==> src/rtl/img_job_ctrl_if.sv <==
// Register-bus interface between the PS register master and the image job sequencer.
// The master drives strobes, address and write data; the slave returns registered read data.
interface img_job_ctrl_if;
    logic        reg_wr;
    logic        reg_rd;
    logic [3:0]  reg_addr;
    logic [31:0] reg_wdata;
    logic [31:0] reg_rdata;
    logic        reg_rvalid;

    modport master (
        output reg_wr,
        output reg_rd,
        output reg_addr,
        output reg_wdata,
        input  reg_rdata,
        input  reg_rvalid
    );

    modport slave (
        input  reg_wr,
        input  reg_rd,
        input  reg_addr,
        input  reg_wdata,
        output reg_rdata,
        output reg_rvalid
    );
endinterface

==> src/rtl/img_job_ctrl.sv <==
// Job sequencer for one BRAM image engine: launches a job on a START write, bounds it with a
// cycle timeout, keeps sticky status and a completed-job count, and resets a hung engine.
module img_job_ctrl #(
    parameter int unsigned TO_W    = 16,
    parameter int unsigned CNT_W   = 16,
    parameter int unsigned RST_CYC = 2
) (
    input  logic          clk,
    input  logic          rst_n,
    img_job_ctrl_if.slave bus,
    output logic          eng_start,
    input  logic          eng_done,
    output logic          eng_rst_n,
    output logic          busy,
    output logic          irq
);

    localparam int unsigned AbortCntW = $clog2(RST_CYC + 1);
    localparam logic [3:0]  AddrCtrl    = 4'h0;
    localparam logic [3:0]  AddrStatus  = 4'h4;
    localparam logic [3:0]  AddrTimeout = 4'h8;
    localparam logic [3:0]  AddrJobCnt  = 4'hC;
    localparam logic [TO_W-1:0]      ToOne   = TO_W'(1);
    localparam logic [AbortCntW-1:0] AbortLast = AbortCntW'(RST_CYC - 1);

    typedef enum logic [2:0] {StIdle, StLaunch, StRun, StFinish, StAbort} state_e;

    state_e               state_q, state_d;
    logic [TO_W-1:0]      run_cnt_q, run_cnt_d;
    logic [TO_W-1:0]      timeout_q, timeout_d;
    logic [CNT_W-1:0]     job_cnt_q, job_cnt_d;
    logic [AbortCntW-1:0] abort_cnt_q, abort_cnt_d;
    logic                 irq_en_q, irq_en_d;
    logic                 done_q, done_d;
    logic                 tmo_q, tmo_d;
    logic                 err_q, err_d;
    logic                 irq_q, irq_d;
    logic                 out_of_rst_q;
    logic [31:0]          rdata_q, rdata_d;
    logic                 rvalid_q, rvalid_d;

    logic        wr_ctrl, wr_status, wr_timeout;
    logic        start_cmd, abort_cmd;
    logic        tmo_hit;
    logic [31:0] rd_val;
    logic        unused_wdata;

    assign unused_wdata = ^bus.reg_wdata;

    assign wr_ctrl    = bus.reg_wr && (bus.reg_addr == AddrCtrl);
    assign wr_status  = bus.reg_wr && (bus.reg_addr == AddrStatus);
    assign wr_timeout = bus.reg_wr && (bus.reg_addr == AddrTimeout);
    assign start_cmd  = wr_ctrl && bus.reg_wdata[0];
    assign abort_cmd  = wr_ctrl && bus.reg_wdata[2];

    // Counter saturates, so a limit lowered below the current count can never match later.
    assign tmo_hit = (state_q == StRun) && (timeout_q != '0) && (run_cnt_q == timeout_q - ToOne);

    // State register
    always_ff @(posedge clk) begin
        if (!rst_n) begin
            state_q <= StIdle;
        end else begin
            state_q <= state_d;
        end
    end

    // Next-state logic; in RUN, completion beats timeout, which beats a software abort.
    always_comb begin
        state_d = state_q;
        case (state_q)
            StIdle:   if (start_cmd) state_d = StLaunch;
            StLaunch: state_d = StRun;
            StRun: begin
                if (eng_done) begin
                    state_d = StFinish;
                end else if (tmo_hit || abort_cmd) begin
                    state_d = StAbort;
                end
            end
            StFinish: state_d = StIdle;
            StAbort:  if (abort_cnt_q == AbortLast) state_d = StIdle;
            default:  state_d = StIdle;
        endcase
    end

    // FSM outputs
    always_comb begin
        eng_start = (state_q == StLaunch);
        busy      = (state_q != StIdle);
        eng_rst_n = out_of_rst_q && (state_q != StAbort);
    end

    always_comb begin
        rd_val = '0;
        case (bus.reg_addr)
            AddrCtrl:    rd_val[1] = irq_en_q;
            AddrStatus:  rd_val[3:0] = {err_q, tmo_q, done_q, busy};
            AddrTimeout: rd_val[TO_W-1:0] = timeout_q;
            AddrJobCnt:  rd_val[CNT_W-1:0] = job_cnt_q;
            default:     rd_val = '0;
        endcase
    end

    always_comb begin
        run_cnt_d   = run_cnt_q;
        abort_cnt_d = '0;
        job_cnt_d   = job_cnt_q;
        if (state_q == StLaunch) begin
            run_cnt_d = '0;
        end else if ((state_q == StRun) && (run_cnt_q != '1)) begin
            run_cnt_d = run_cnt_q + ToOne;
        end
        if (state_q == StAbort) begin
            abort_cnt_d = abort_cnt_q + AbortCntW'(1);
        end
        if (state_q == StFinish) begin
            job_cnt_d = job_cnt_q + CNT_W'(1);
        end

        timeout_d = wr_timeout ? bus.reg_wdata[TO_W-1:0] : timeout_q;
        irq_en_d  = wr_ctrl ? bus.reg_wdata[1] : irq_en_q;

        // Hardware set takes precedence over a same-cycle W1C.
        done_d = (done_q && !(wr_status && bus.reg_wdata[1])) || (state_q == StFinish);
        tmo_d  = (tmo_q && !(wr_status && bus.reg_wdata[2])) || (tmo_hit && !eng_done);
        err_d  = (err_q && !(wr_status && bus.reg_wdata[3])) || (start_cmd && busy);

        irq_d    = irq_en_q && (done_q || tmo_q);
        rvalid_d = bus.reg_rd;
        rdata_d  = bus.reg_rd ? rd_val : rdata_q;
    end

    always_ff @(posedge clk) begin
        if (!rst_n) begin
            run_cnt_q    <= '0;
            timeout_q    <= '0;
            job_cnt_q    <= '0;
            abort_cnt_q  <= '0;
            irq_en_q     <= 1'b0;
            done_q       <= 1'b0;
            tmo_q        <= 1'b0;
            err_q        <= 1'b0;
            irq_q        <= 1'b0;
            out_of_rst_q <= 1'b0;
            rdata_q      <= '0;
            rvalid_q     <= 1'b0;
        end else begin
            run_cnt_q    <= run_cnt_d;
            timeout_q    <= timeout_d;
            job_cnt_q    <= job_cnt_d;
            abort_cnt_q  <= abort_cnt_d;
            irq_en_q     <= irq_en_d;
            done_q       <= done_d;
            tmo_q        <= tmo_d;
            err_q        <= err_d;
            irq_q        <= irq_d;
            out_of_rst_q <= 1'b1;
            rdata_q      <= rdata_d;
            rvalid_q     <= rvalid_d;
        end
    end

    assign irq            = irq_q;
    assign bus.reg_rdata  = rdata_q;
    assign bus.reg_rvalid = rvalid_q;

endmodule

==> src/flat_wrapper.sv <==
// flat-port wrapper written by rule: the top's interface ports become plain ports
module img_job_ctrl_flat 
#(
    parameter int unsigned TO_W    = 16,
    parameter int unsigned CNT_W   = 16,
    parameter int unsigned RST_CYC = 2
)
  (clk, rst_n, eng_start, eng_done, eng_rst_n, busy, irq, bus_reg_wr, bus_reg_rd, bus_reg_addr, bus_reg_wdata, bus_reg_rdata, bus_reg_rvalid);
  img_job_ctrl_if bus_i ();
  input  logic clk;
  input  logic rst_n;
  output logic eng_start;
  input  logic eng_done;
  output logic eng_rst_n;
  output logic busy;
  output logic irq;
  input wire logic [$bits(bus_i.reg_wr)-1:0] bus_reg_wr;
  input wire logic [$bits(bus_i.reg_rd)-1:0] bus_reg_rd;
  input wire logic [$bits(bus_i.reg_addr)-1:0] bus_reg_addr;
  input wire logic [$bits(bus_i.reg_wdata)-1:0] bus_reg_wdata;
  output wire logic [$bits(bus_i.reg_rdata)-1:0] bus_reg_rdata;
  output wire logic [$bits(bus_i.reg_rvalid)-1:0] bus_reg_rvalid;
  assign bus_i.reg_wr = bus_reg_wr;
  assign bus_i.reg_rd = bus_reg_rd;
  assign bus_i.reg_addr = bus_reg_addr;
  assign bus_i.reg_wdata = bus_reg_wdata;
  assign bus_reg_rdata = bus_i.reg_rdata;
  assign bus_reg_rvalid = bus_i.reg_rvalid;
  img_job_ctrl #(.TO_W(TO_W), .CNT_W(CNT_W), .RST_CYC(RST_CYC)) u_core (.clk(clk), .rst_n(rst_n), .bus(bus_i), .eng_start(eng_start), .eng_done(eng_done), .eng_rst_n(eng_rst_n), .busy(busy), .irq(irq));
endmodule
==> config.mk <==
export PLATFORM = sky130hd
export DESIGN_NAME = img_job_ctrl_flat
export DESIGN_NICKNAME = d
export VERILOG_FILES = /design/src/rtl/img_job_ctrl_if.sv /design/src/rtl/img_job_ctrl.sv /design/src/flat_wrapper.sv
export SDC_FILE = /design/constraint.sdc
export NUM_CORES = 1
export LEC_CHECK = 0
export ABC_AREA = 1
export ABC_CLOCK_PERIOD_IN_PS = 2100
export CORE_ASPECT_RATIO = 1.75
export CORE_MARGIN = 5
export CORE_UTILIZATION = 54
export CTS_BUF_LIST = sky130_fd_sc_hd__clkbuf_8
export CTS_CLUSTER_DIAMETER = 200
export DETAILED_ROUTE_END_ITERATION = 8
export GPL_TIMING_DRIVEN = 1
export PLACE_DENSITY = 0.8
export SYNTH_ARGS = -nofsm -noshare
export SYNTH_HDL_FRONTEND = slang
export SYNTH_SLANG_ARGS = --single-unit
==> constraint.sdc <==
create_clock -name clk -period 2.1 [get_ports clk]
set_clock_uncertainty 0.1 [all_clocks]
set_input_delay 0.21 -clock clk [delete_from_list [all_inputs] [get_ports clk]]
set_output_delay 0.21 -clock clk [all_outputs]
set_load 0.01 [all_outputs]
==> impl_metrics.ini <==
[sta]
worst_slack_ns = 0.0834
worst_hold_slack_ns = 0.322
hold_viol = 0
fmax_ghz = 0.496
min_period_over_period_pct = 96.0
drv_slew = 0
tns_ns = 0
setup_viol = 0
post-route-min-period_ns = 2.02
tightest_slew_ns = 0.520
slew_headroom_pct = 65.2

[hold_path]
min_from = u_core.abort_cnt_q[0]
hold_path_end = u_core.abort_cnt_q[0]
hold_path_depth = 1
hold_path.class = reg -> reg

[floorplanning]
pin_count = 78
core-area_sq_mm = 0.00751
core.rowCount = 42
die_h_um = 126
die_area_sq_mm = 0.00956
start_util_pct = 54.9
die_w_um = 76.1

[clock_network]
numCtsBuffers = 9
cts_hold_buf = 0
clkTransAtPathRegs_ns = 0.07
cts_sinks = 76
cts_root_buf = clkbuf_8
h-tree-depth = 3
clk-insertion-delay-late_ns = 0.36
cts_tree = done
clockBufferDepth = 2

[synthesis]
yosysSeqAreaShare_pct = 36.9
synth_top_area_share_pct = 36.9
synth_edf_count = 0
synth_ff_type = dfxtp_1
synth_area_leaders = dfxtp_1 37%, nand2_1 12%, inv_1 7.4%
ys_top_cells_by_count = 134 x nand2_1, 81 x inv_1, 76 x dfxtp_1
ys_ff_latch = 76
synthArstFlopShare_pct = 0
synth_area_sq_mm = 0.00413
synth_cell_types = 39
synth_area_leader_cell = dfxtp_1
yosysMostFrequentCell = nand2_1
ys_warn_count = 0
syn_area_per_cell_sq_um = 6.78
syn_inst = 609

[drt]
firstDrtPassIters = 5
drt_iter0_drc = 219
via_per_inst = 5.42
antenna_left = 0
wirelength_um = 10600
vias = 4122
drc = 0
routedWlPerCell_um = 14.0

[final_layout]
final_area_sq_mm = 0.00496
regArea_sq_mm = 0.00153
finalNetCount = 713
fin_cells = 761
multi_input_area_sq_mm = 0.00222
area_delta_synth_final_pct = 20.3
drive_gt1_share_pct = 12.3
post-route-util_pct = 66.0
n_antenna_cell = 0
nFillCells = 671

[pwr]
powerDensity_mw_per_mm2 = 651
ir_drop_mv = 0.475
power_mw = 3.23
p_leak_nw = 2.04

[global_route]
antenna_found_initial = 0
grt_max_degree = 40
grt_use_total_pct = 22.5
grt_pass1_vias = 4072
grt_pass1_wl_um = 17700
grt-ovfl-total = 0

[setup_path]
critPathMaxFanout = 5
cp-end-kind = output pin
reg2reg_depth = 15
rrSetupSlack_ns = 0.11
r2r_start = u_core.timeout_q[0]
r2r_end = u_core.state_q[2]
crit_type = reg -> out
worstSetupStartpointType = register
required_ns = 1.79
cp.arrival_ns = 1.71

[job]
cap_violations = 0

[status]
status = complete, no violations

[placed_design]
port_buffers = 45
pre_cts_slack_ns = 0.0424
dpl.hpwl_um = 8240
gp_congestion = 1.01
dpl.cell_count = 743
placed_cell_area_sq_mm = 0.00469
==> cells in the final DEF (no fill, tap or decap), types with 3 or more instances in the layout <==
master | Yosys | layout
xor2_1 | 7 | 7
dfxtp_2 | 0 | 3
clkdlybuf4s50_1 | 0 | 45
nand2_2 | 4 | 7
ha_1 | 4 | 3
clkbuf_8 | 0 | 10
clkinv_1 | 3 | 3
nor3_2 | 3 | 6
o221ai_1 | 10 | 10
conb_1 | 1 | 16
inv_2 | 10 | 8
nand3_1 | 30 | 30
nor4_1 | 3 | 3
o21ai_1 | 23 | 23
clkinv_2 | 0 | 4
nand3b_1 | 3 | 3
nor2_4 | 4 | 7
o21ai_0 | 29 | 29
buf_4 | 17 | 15
nor2_2 | 7 | 8
nor2_1 | 52 | 48
xnor2_1 | 6 | 6
nor3_1 | 16 | 13
inv_1 | 81 | 82
a21oi_1 | 54 | 53
nand4_1 | 6 | 6
nand2_1 | 134 | 130
dfxtp_1 | 76 | 73
==> final cells by class <==
cell class              instances  share of cell area (%)
flip-flops and latches         76                    30.7
well taps                      88                    2.22
clock inverters                 6                   0.630
clock buffers                  10                    2.77
multi-input cells             426                    44.7
inverters                      94                    7.21
repair buffers                 61                    11.7
==> sequential cells by signal (all words and copies together), names as in the netlist, 2 cells and up <==
register and flops:
u_core.bus.reg_rdata 16, u_core.job_cnt_q 16, u_core.run_cnt_q 16, u_core.timeout_q 16, u_core.state_q 3, u_core.abort_cnt_q 2
==> cell families after synthesis <==
kind of cell | share of synthesized area, %
simple gates | 30.1
compound gates | 16.3
buf+inv | 12.7
flops | 36.9
xor+xnor | 2.76
fa+ha+maj | 1.21
other cells | 0.0909
==> metal layers <==
metal | GRT usage [%] | part of all wire, % | wire length [um] | vias up
li1 | - | - | - | 2072
met1 | 23.2 | 37 | 3970 | 1905
met2 | 40.8 | 54 | 5770 | 114
met3 | 5.14 | 4.6 | 488 | 31
met4 | 13.0 | 3.8 | 399 | 0
met5 | 0 | 0 | 0 | -
==> worst max-delay path: stages, from the launching register on <==
cell             delay [ns]
dfxtp_1                0.47
inv_1                  0.09
nor3_2                 0.20
clkdlybuf4s50_1        0.58
==> where the power goes <==
part	total, mW	internal (mW)	switching (mW)
sequential	1.56	1.50	0.0610
clock	0.996	0.448	0.547
combinational	0.676	0.270	0.406
==> repair_timing <==
action | 4_1_cts | 5_1_grt
pin swaps | 0 | 7
endpoints found under the hold margin | 0 | 0
gates cloned | 0 | 0
resized for setup | 1 | 23
setup endpoints to repair | 1 | 8
setup buffers | 0 | 2
==> worst max path at each step <==
| stage | slack, ns | depth (start not counted) | end | start |
|---|---|---|---|---|
| floorplan | 0.37 | 14 | u_core.state_q[2] | u_core.timeout_q[0] |
| global placement | 0.02 | 9 | u_core.bus.reg_rdata[1] | bus_reg_addr[1] |
| detailed placement | 0.04 | 14 | u_core.state_q[2] | u_core.timeout_q[0] |
| CTS | 0.005 | 14 | u_core.state_q[2] | u_core.timeout_q[0] |
| global route | -0.0007 | 3 | eng_start | u_core.state_q[0] |
| finish | 0.08 | 3 | eng_start | u_core.state_q[0] |
No activity file was read; power rests on OpenSTA's default activity.
